## config.mk

```make
export PLATFORM = sky130hd
export DESIGN_NAME = sequencia_controle
export DESIGN_NICKNAME = d
export VERILOG_FILES = /design/src/rtl/sequencia_controle.sv
export SDC_FILE = /design/constraint.sdc
export NUM_CORES = 1
export LEC_CHECK = 0
export BUFFER_PORTS_ARGS = -buffer_cell sky130_fd_sc_hd__buf_2
export CORE_ASPECT_RATIO = 1.75
export CORE_UTILIZATION = 30
export DETAILED_ROUTE_END_ITERATION = 12
export GPL_ROUTABILITY_DRIVEN = 0
export PLACE_DENSITY = 0.48
export SKIP_CTS_REPAIR_TIMING = 1
export SYNTH_ARGS = -nofsm -noshare
export SYNTH_HDL_FRONTEND = slang
export SYNTH_SLANG_ARGS = --single-unit
```

## constraint.sdc

```tcl
create_clock -name clock -period 1.9 [get_ports clock]
set_input_delay 0.19 -clock clock [delete_from_list [all_inputs] [get_ports clock]]
set_output_delay 0.19 -clock clock [all_outputs]
set_load 0.02 [all_outputs]
```

## src/rtl/sequencia_controle.sv

```systemverilog
// sequencia_controle: round-based sequence controller that reads a registered pattern ROM and checks player moves
//   clock        in   rising-edge clock
//   reset        in   asynchronous active-low reset
//   iniciar      in   start/restart request (IDLE, GANHOU, PERDEU only)
//   jogada       in   player move, qualified by jogada_valid
//   jogada_valid in   one-clock strobe, honoured only in ESPERA
//   rom_data     in   ROM data_out, valid one clock after rom_address changes
//   rom_address  out  ROM address
//   esperando    out  high while a move is accepted
//   rodada       out  current round index
//   fim_rodada   out  one-clock pulse when a non-final round completes
//   ganhou       out  high after the last round is completed
//   perdeu       out  high after a wrong move or a timeout
//   timeout      out  high with perdeu when the loss came from a timeout
module sequencia_controle #(
    parameter int ADDR_W      = 4,
    parameter int DATA_W      = 4,
    parameter int LAST_ROUND  = 15,
    parameter int TIMEOUT_CYC = 5000
) (
    input  logic              clock,
    input  logic              reset,
    input  logic              iniciar,
    input  logic [DATA_W-1:0] jogada,
    input  logic              jogada_valid,
    input  logic [DATA_W-1:0] rom_data,
    output logic [ADDR_W-1:0] rom_address,
    output logic              esperando,
    output logic [ADDR_W-1:0] rodada,
    output logic              fim_rodada,
    output logic              ganhou,
    output logic              perdeu,
    output logic              timeout
);
    localparam int CNT_W = $clog2(TIMEOUT_CYC);
    localparam logic [CNT_W-1:0] CNT_LAST = CNT_W'(TIMEOUT_CYC - 1);
    localparam logic [ADDR_W-1:0] LAST = ADDR_W'(LAST_ROUND);
    typedef enum logic [2:0] {IDLE, BUSCA, CARREGA, ESPERA, GANHOU, PERDEU} state_t;
    state_t state;
    logic [DATA_W-1:0] esperado;
    logic [CNT_W-1:0] contador;
    always_ff @(posedge clock or negedge reset) begin
        if (!reset) begin
            state       <= IDLE;
            esperado    <= '0;
            contador    <= '0;
            rom_address <= '0;
            rodada      <= '0;
            esperando   <= 1'b0;
            fim_rodada  <= 1'b0;
            ganhou      <= 1'b0;
            perdeu      <= 1'b0;
            timeout     <= 1'b0;
        end else begin
            fim_rodada <= 1'b0;
            case (state)
                IDLE, GANHOU, PERDEU: if (iniciar) begin
                    state       <= BUSCA;
                    rodada      <= '0;
                    rom_address <= '0;
                    ganhou      <= 1'b0;
                    perdeu      <= 1'b0;
                    timeout     <= 1'b0;
                end
                // the ROM samples rom_address on this edge; data is ready for CARREGA
                BUSCA: state <= CARREGA;
                CARREGA: begin
                    esperado  <= rom_data;
                    contador  <= '0;
                    esperando <= 1'b1;
                    state     <= ESPERA;
                end
                // a strobe wins over a timeout landing on the same cycle
                ESPERA: if (jogada_valid) begin
                    esperando <= 1'b0;
                    if (jogada != esperado) begin
                        state  <= PERDEU;
                        perdeu <= 1'b1;
                    end else if (rom_address < rodada) begin
                        rom_address <= rom_address + 1'b1;
                        state       <= BUSCA;
                    end else if (rodada == LAST) begin
                        state  <= GANHOU;
                        ganhou <= 1'b1;
                    end else begin
                        fim_rodada  <= 1'b1;
                        rodada      <= rodada + 1'b1;
                        rom_address <= '0;
                        state       <= BUSCA;
                    end
                end else if (contador == CNT_LAST) begin
                    esperando <= 1'b0;
                    state     <= PERDEU;
                    perdeu    <= 1'b1;
                    timeout   <= 1'b1;
                end else begin
                    contador <= contador + 1'b1;
                end
                default: state <= IDLE;
            endcase
        end
    end
endmodule

```

**After elaboration in Yosys (flattened, before gate mapping)**

Index checks and enable logic that the tools add are counted.

- Register bits after elaboration: 33
- Output and inout bits: 13
- Word-level logic and storage cells: 87

- $add $sub $neg: 3
- $lt $le $gt $ge: 1
- Equality and inequality tests: 20
- Mux-type cells: 41
- Reduce and logical (&&, ||, !) cells: 12

Operators by type and width:

| kind | count |
|---|---|
| $mux 4 | 9 |
| $mux 13 | 2 |
| $pmux 13 s2 | 1 |
| $mux 3 | 6 |
| $ne 2x2->1 const B | 9 |
| $mux 1 | 16 |
| $pmux 4 s2 | 2 |
| $add 13x1->13 const B | 1 |
| $eq 13x13->1 const B | 1 |
| $pmux 3 s4 | 1 |
| $reduce_and 6->1 | 2 |
| $ne 3x3->1 const B | 3 |
| $add 4x1->4 const B | 2 |
| $pmux 1 s2 | 4 |
| $reduce_and 4->1 | 2 |
| $eq 3x2->1 const B | 2 |
| $eq 3x3->1 const B | 2 |
| $reduce_and 5->1 | 1 |
| $eq 4x4->1 const B | 1 |
| $lt 4x4->1 | 1 |
| $ne 4x4->1 | 1 |
| $reduce_and 2->1 | 2 |
| $reduce_bool 2->1 | 2 |
| $eq 3x1->1 const B | 1 |
| 3 further kinds | 3 |

**Depth between registers and ports, before layout**

- Word-level depth: 6
- Mapped depth: 7
- Gate-level depth less buffers: 7

**Worst setup path before layout**

Ideal clock, no wire load.

- Path type: register to register
- Start: register rodada[2]
- End: register rom_address[3]
- Library setup time: 0.124 ns
- Data arrival time: 1.847 ns
- Required time: 1.776 ns
- Slack: -0.071 ns
- Stages on the path, launching flop included: 8
- Buffers on the path: 0
- Clock period less this slack: 1.971 ns
- Cell sequence: dfrtp_1 inv_1 ha_1 o21ai_0 or2b_2 nand3_2 a21oi_1 a211o_1

- Word-level cells in the longest chain between the ends: 5
- Elaborated cells between the ends (all ways): 8
- Those cells by class: order compare (1); eq/ne (2); mux (4); reduce/logical (1)

RTL lines:

| what | RTL line | source |
|---|---|---|
| start, declared | 29 | `output logic [ADDR_W-1:0] rodada,` |
| start signal, assigned | 87 | `rodada <= rodada + 1'b1;` |
| $lt 4x4->1 | 79 | `end else if (rom_address < rodada) begin` |
| $mux 4 | 79 |  |
| $mux 4 | 76 | `if (jogada != esperado) begin` |
| $mux 4 | 74 | `ESPERA: if (jogada_valid) begin` |
| $pmux 4 s2 | 56 | `case (state)` |
| end signal, assigned | 80 | `rom_address <= rom_address + 1'b1;` |
| end, declared | 27 | `output logic [ADDR_W-1:0] rom_address,` |

Parallel ways exist; a longest one is shown, timed or not. The select of a mux whose other input is x is not followed.
A chain may end at the register's enable or synchronous reset.

**Worst setup path after layout**

- Start: register rom_address[1]
- End: register rodada[0]

- Word-level cells in the longest chain between the ends: 3

RTL lines:

| what | RTL line |
|---|---|
| $lt 4x4->1 | 79 |
| $ne 2x2->1 (no source line) | n/a |
| $reduce_and 6->1 (no source line) | n/a |

Every way passes these cells.

==> results.cfg <==
[timing]
setup-violations-final = 0
max_slew_margin_pct = 65.0
largest_clock_skew_in_the_final_design_ps = 5.89
post_layout_minimum_cycle_time_ps = 1830
share_of_the_clock_period_used_by_the_worst_path_after_layout_pct = 96.3
worst_hold_slack_ps = 139
worst_pin_slew_ps = 525
slew_viol_final = 0
achievable-frequency_mhz = 546
hold_violations = 0
final_critical_path_setup_slack_ps = 69.8

[grt]
global_route.overflow_total = 0
grt_pass1_wl_microns = 7950
grt_pass1_vias = 1677
grt_max_degree = 22
globalRouteTotalUtil_pct = 15.5
antenna_found_initial = 0

[detailed_routing]
routedWlPerCell_microns = 14.7
routed_via_density = 4.96
routed-via-count = 1642
remaining_drc_errors = 0
detailedRoute.firstPassIterationCount = 4
detail-route-antenna-nets = 0
routed_wl_microns = 4860
first_iter_violations = 55

[placed_design]
post-dp-hpwl_microns = 3720
io_buffer_count = 24
dp_worst_setup_slack_ps = 7.80

[logic_synthesis]
ys_ff_latch = 33
syn-cell-area_sq_um = 1900
synth.most_common_cell = sky130_fd_sc_hd__dfrtp_1
synth.top_cell.area_share_pct = 43.4
postSynthAreaPerCell_sq_um = 10.1
synth.net_count = 207
synth_seq_area_share_pct = 43.4
synthesized_netlist_cell_count = 189
synth_top_cells_by_area = sky130_fd_sc_hd__dfrtp_1 (43%), sky130_fd_sc_hd__mux2_2 (4.1%), sky130_fd_sc_hd__ha_1 (3.9%), sky130_fd_sc_hd__nor2_1 (3.5%), sky130_fd_sc_hd__o21ai_0 (3.4%)
synth_edf_count = 0
yosys_warnings = 0
synth_largest_area_cell = sky130_fd_sc_hd__dfrtp_1
ys_top_cells_by_count = sky130_fd_sc_hd__dfrtp_1 (33), sky130_fd_sc_hd__nor2_1 (18), sky130_fd_sc_hd__nand2_1 (16)
synth_ff_type = sky130_fd_sc_hd__dfrtp_1
async_flop_share_pct = 100
synth.distinct_cells = 48

[critical_path]
critical_path_class = reg -> reg
cell_with_the_biggest_individual_delay_on_the_critical_path = sky130_fd_sc_hd__a2111o_4
worst-r2r-setup-slack_ps = 70
worst-endpoint-required_ps = 2070
critical_path.max_stage_delay_ps = 520
cp_data_arrival_time_ps = 2000
critPathLaunch = rom_address[1]
reg2reg_depth = 5
worst_setup_path_start_kind = flip-flop
worst_r2r_endpoint = rodada[0]
timing.critical_path.to_type = flip-flop
timing.critical_path.cells = ha_1 > a2111o_4 > o311ai_4 > nor2_2 > mux2_2
critical_path.max_fanout = 5
critical_path.reg2reg.startpoint = rom_address[1]

[clocking]
cts-root-buf = sky130_fd_sc_hd__clkbuf_8
clk_pin_slew_ps = 70
clock_insertion_delay_worst_skew_ps = 280
cts_max_level = 2
tritoncts_num_sinks = 33
cts_tree = built
clk_path_buf_depth = 2
cts_inserted_buffers = 5

[floorplanning]
placement_rows = 38
die_width_microns = 62.2
io-pin-count = 25
die_area_sq_um = 6680
core_area_sq_um = 6180
die_height_microns = 107
initial_utilization_pct = 30.8

[final_layout]
finish.net_count = 268
layout-area-overhead-vs-synth_pct = 30.0
final_core_utilization_pct = 40.1
drive_gt1_share_pct = 37.1
num_antenna_cells = 0

[pwr]
vdd_ir_drop_max_v = 0.000421
pwr_density_cell_nw_per_um2 = 1090
leakage_nw = 1.18

[job]
maxCapViolations = 0

[status]
outcome = completed

[hold_path]
worstHoldEndpoint = esperado[1]
hold_path_class = in -> reg
hold_path_depth = 2
min-delay-start = rom_data[1]
worst max-delay path, delay by kind of cell, from the launching register on:
| family | cells | cell delay, ps |
|---|---|---|
| muxes | 1 | 270 |
| AOI/OAI and AO/OA | 2 | 650 |
| adders and majority gates | 1 | 310 |
| DFF | 1 | 390 |
| and+or+nand+nor | 1 | 100 |
state kept, by name (all words and copies together), names as in the netlist:
register and cells:
contador 13, esperado 4, esperando 1, fim_rodada 1, ganhou 1, perdeu 1, rodada 4, rom_address 4
state 3, timeout 1
metrics by stage:
stage	cell area [sq um]	TNS, ps	std cells	total power, W
floorplan	1910	0	189	0.00178
global placement	2310	0	318	0.00216
detailed placement	2310	0	318	0.00216
CTS	2400	-2.14	326	0.00270
global route	2480	-3.18	331	0.00291
finish	2480	0	331	0.00271
routing by layer:
| layer | track usage (%) | wire, microns | vias up |
|---|---|---|---|
| met4 | 9.80 | 193 | 0 |
| met5 | 0 | 0 | - |
| met1 | 15.5 | 1840 | 791 |
| met2 | 29.4 | 2720 | 30 |
| met3 | 2.44 | 108 | 16 |
| li1 | - | - | 805 |
report_power, final:
group / switching [W] / internal [W]
Clock: 0.000261 / 0.000254
Sequential: 0.000134 / 0.000850
Combinational: 0.000657 / 0.000553
Total: 0.00105 / 0.00166
kinds of logic (layout without fill, tap and decap cells):
group | after synthesis | after routing | synth area share, %
flip-flops | 33 | 33 | 43.4
adder cells (fa/ha/maj) | 6 | 6 | 3.94
XOR/XNOR | 11 | 11 | 5.06
multiplexers | 10 | 10 | 5.72
AO/OA/AOI/OAI | 38 | 38 | 15.4
AND/OR/NAND/NOR | 80 | 80 | 23.3
buffers and inverters | 11 | 73 | 3.22
cell usage in the layout, fill, tap and decap left out, types with 2 or more instances in the layout:
master                     count
sky130_fd_sc_hd__a21o_1        2
sky130_fd_sc_hd__a21oi_1       6
sky130_fd_sc_hd__a22o_1        6
sky130_fd_sc_hd__and3_2        2
sky130_fd_sc_hd__and4_1        3
sky130_fd_sc_hd__and4b_1       2
sky130_fd_sc_hd__buf_2        24
sky130_fd_sc_hd__buf_4        33
sky130_fd_sc_hd__clkbuf_8      5
sky130_fd_sc_hd__clkinv_2      2
sky130_fd_sc_hd__dfrtp_1      31
sky130_fd_sc_hd__dfrtp_2       2
sky130_fd_sc_hd__ha_1          5
sky130_fd_sc_hd__inv_1         5
sky130_fd_sc_hd__mux2_2        7
sky130_fd_sc_hd__mux2i_1       3
sky130_fd_sc_hd__nand2_1      16
sky130_fd_sc_hd__nand2b_1      3
sky130_fd_sc_hd__nand3_1       9
sky130_fd_sc_hd__nand4_1       4
sky130_fd_sc_hd__nor2_1       18
sky130_fd_sc_hd__nor2b_1       2
sky130_fd_sc_hd__nor3_1        5
sky130_fd_sc_hd__nor3_2        2
sky130_fd_sc_hd__o21ai_0      12
sky130_fd_sc_hd__or4_1         2
sky130_fd_sc_hd__xnor2_1       4
sky130_fd_sc_hd__xor2_1        7
worst max path at each step:
stage,slack [ps],end
finish,70,rodada[0]
CTS,-2,rom_address[0]
global route,-3,contador[0]
floorplan,8,rom_address[3]
global placement,30,rom_address[2]
detailed placement,8,rom_address[2]
cell type report:
| type | instances | area (sq um) |
|---|---|---|
| multi-input cells | 145 | 1050 |
| inverters | 6 | 22.5 |
| fillers | 650 | 3700 |
| clock buffers | 6 | 72.6 |
| clock inverters | 2 | 10.0 |
| repair buffers | 59 | 389 |
| well taps | 80 | 100 |
| flip-flops and latches | 33 | 828 |
Power figures use the tool's default switching activity.
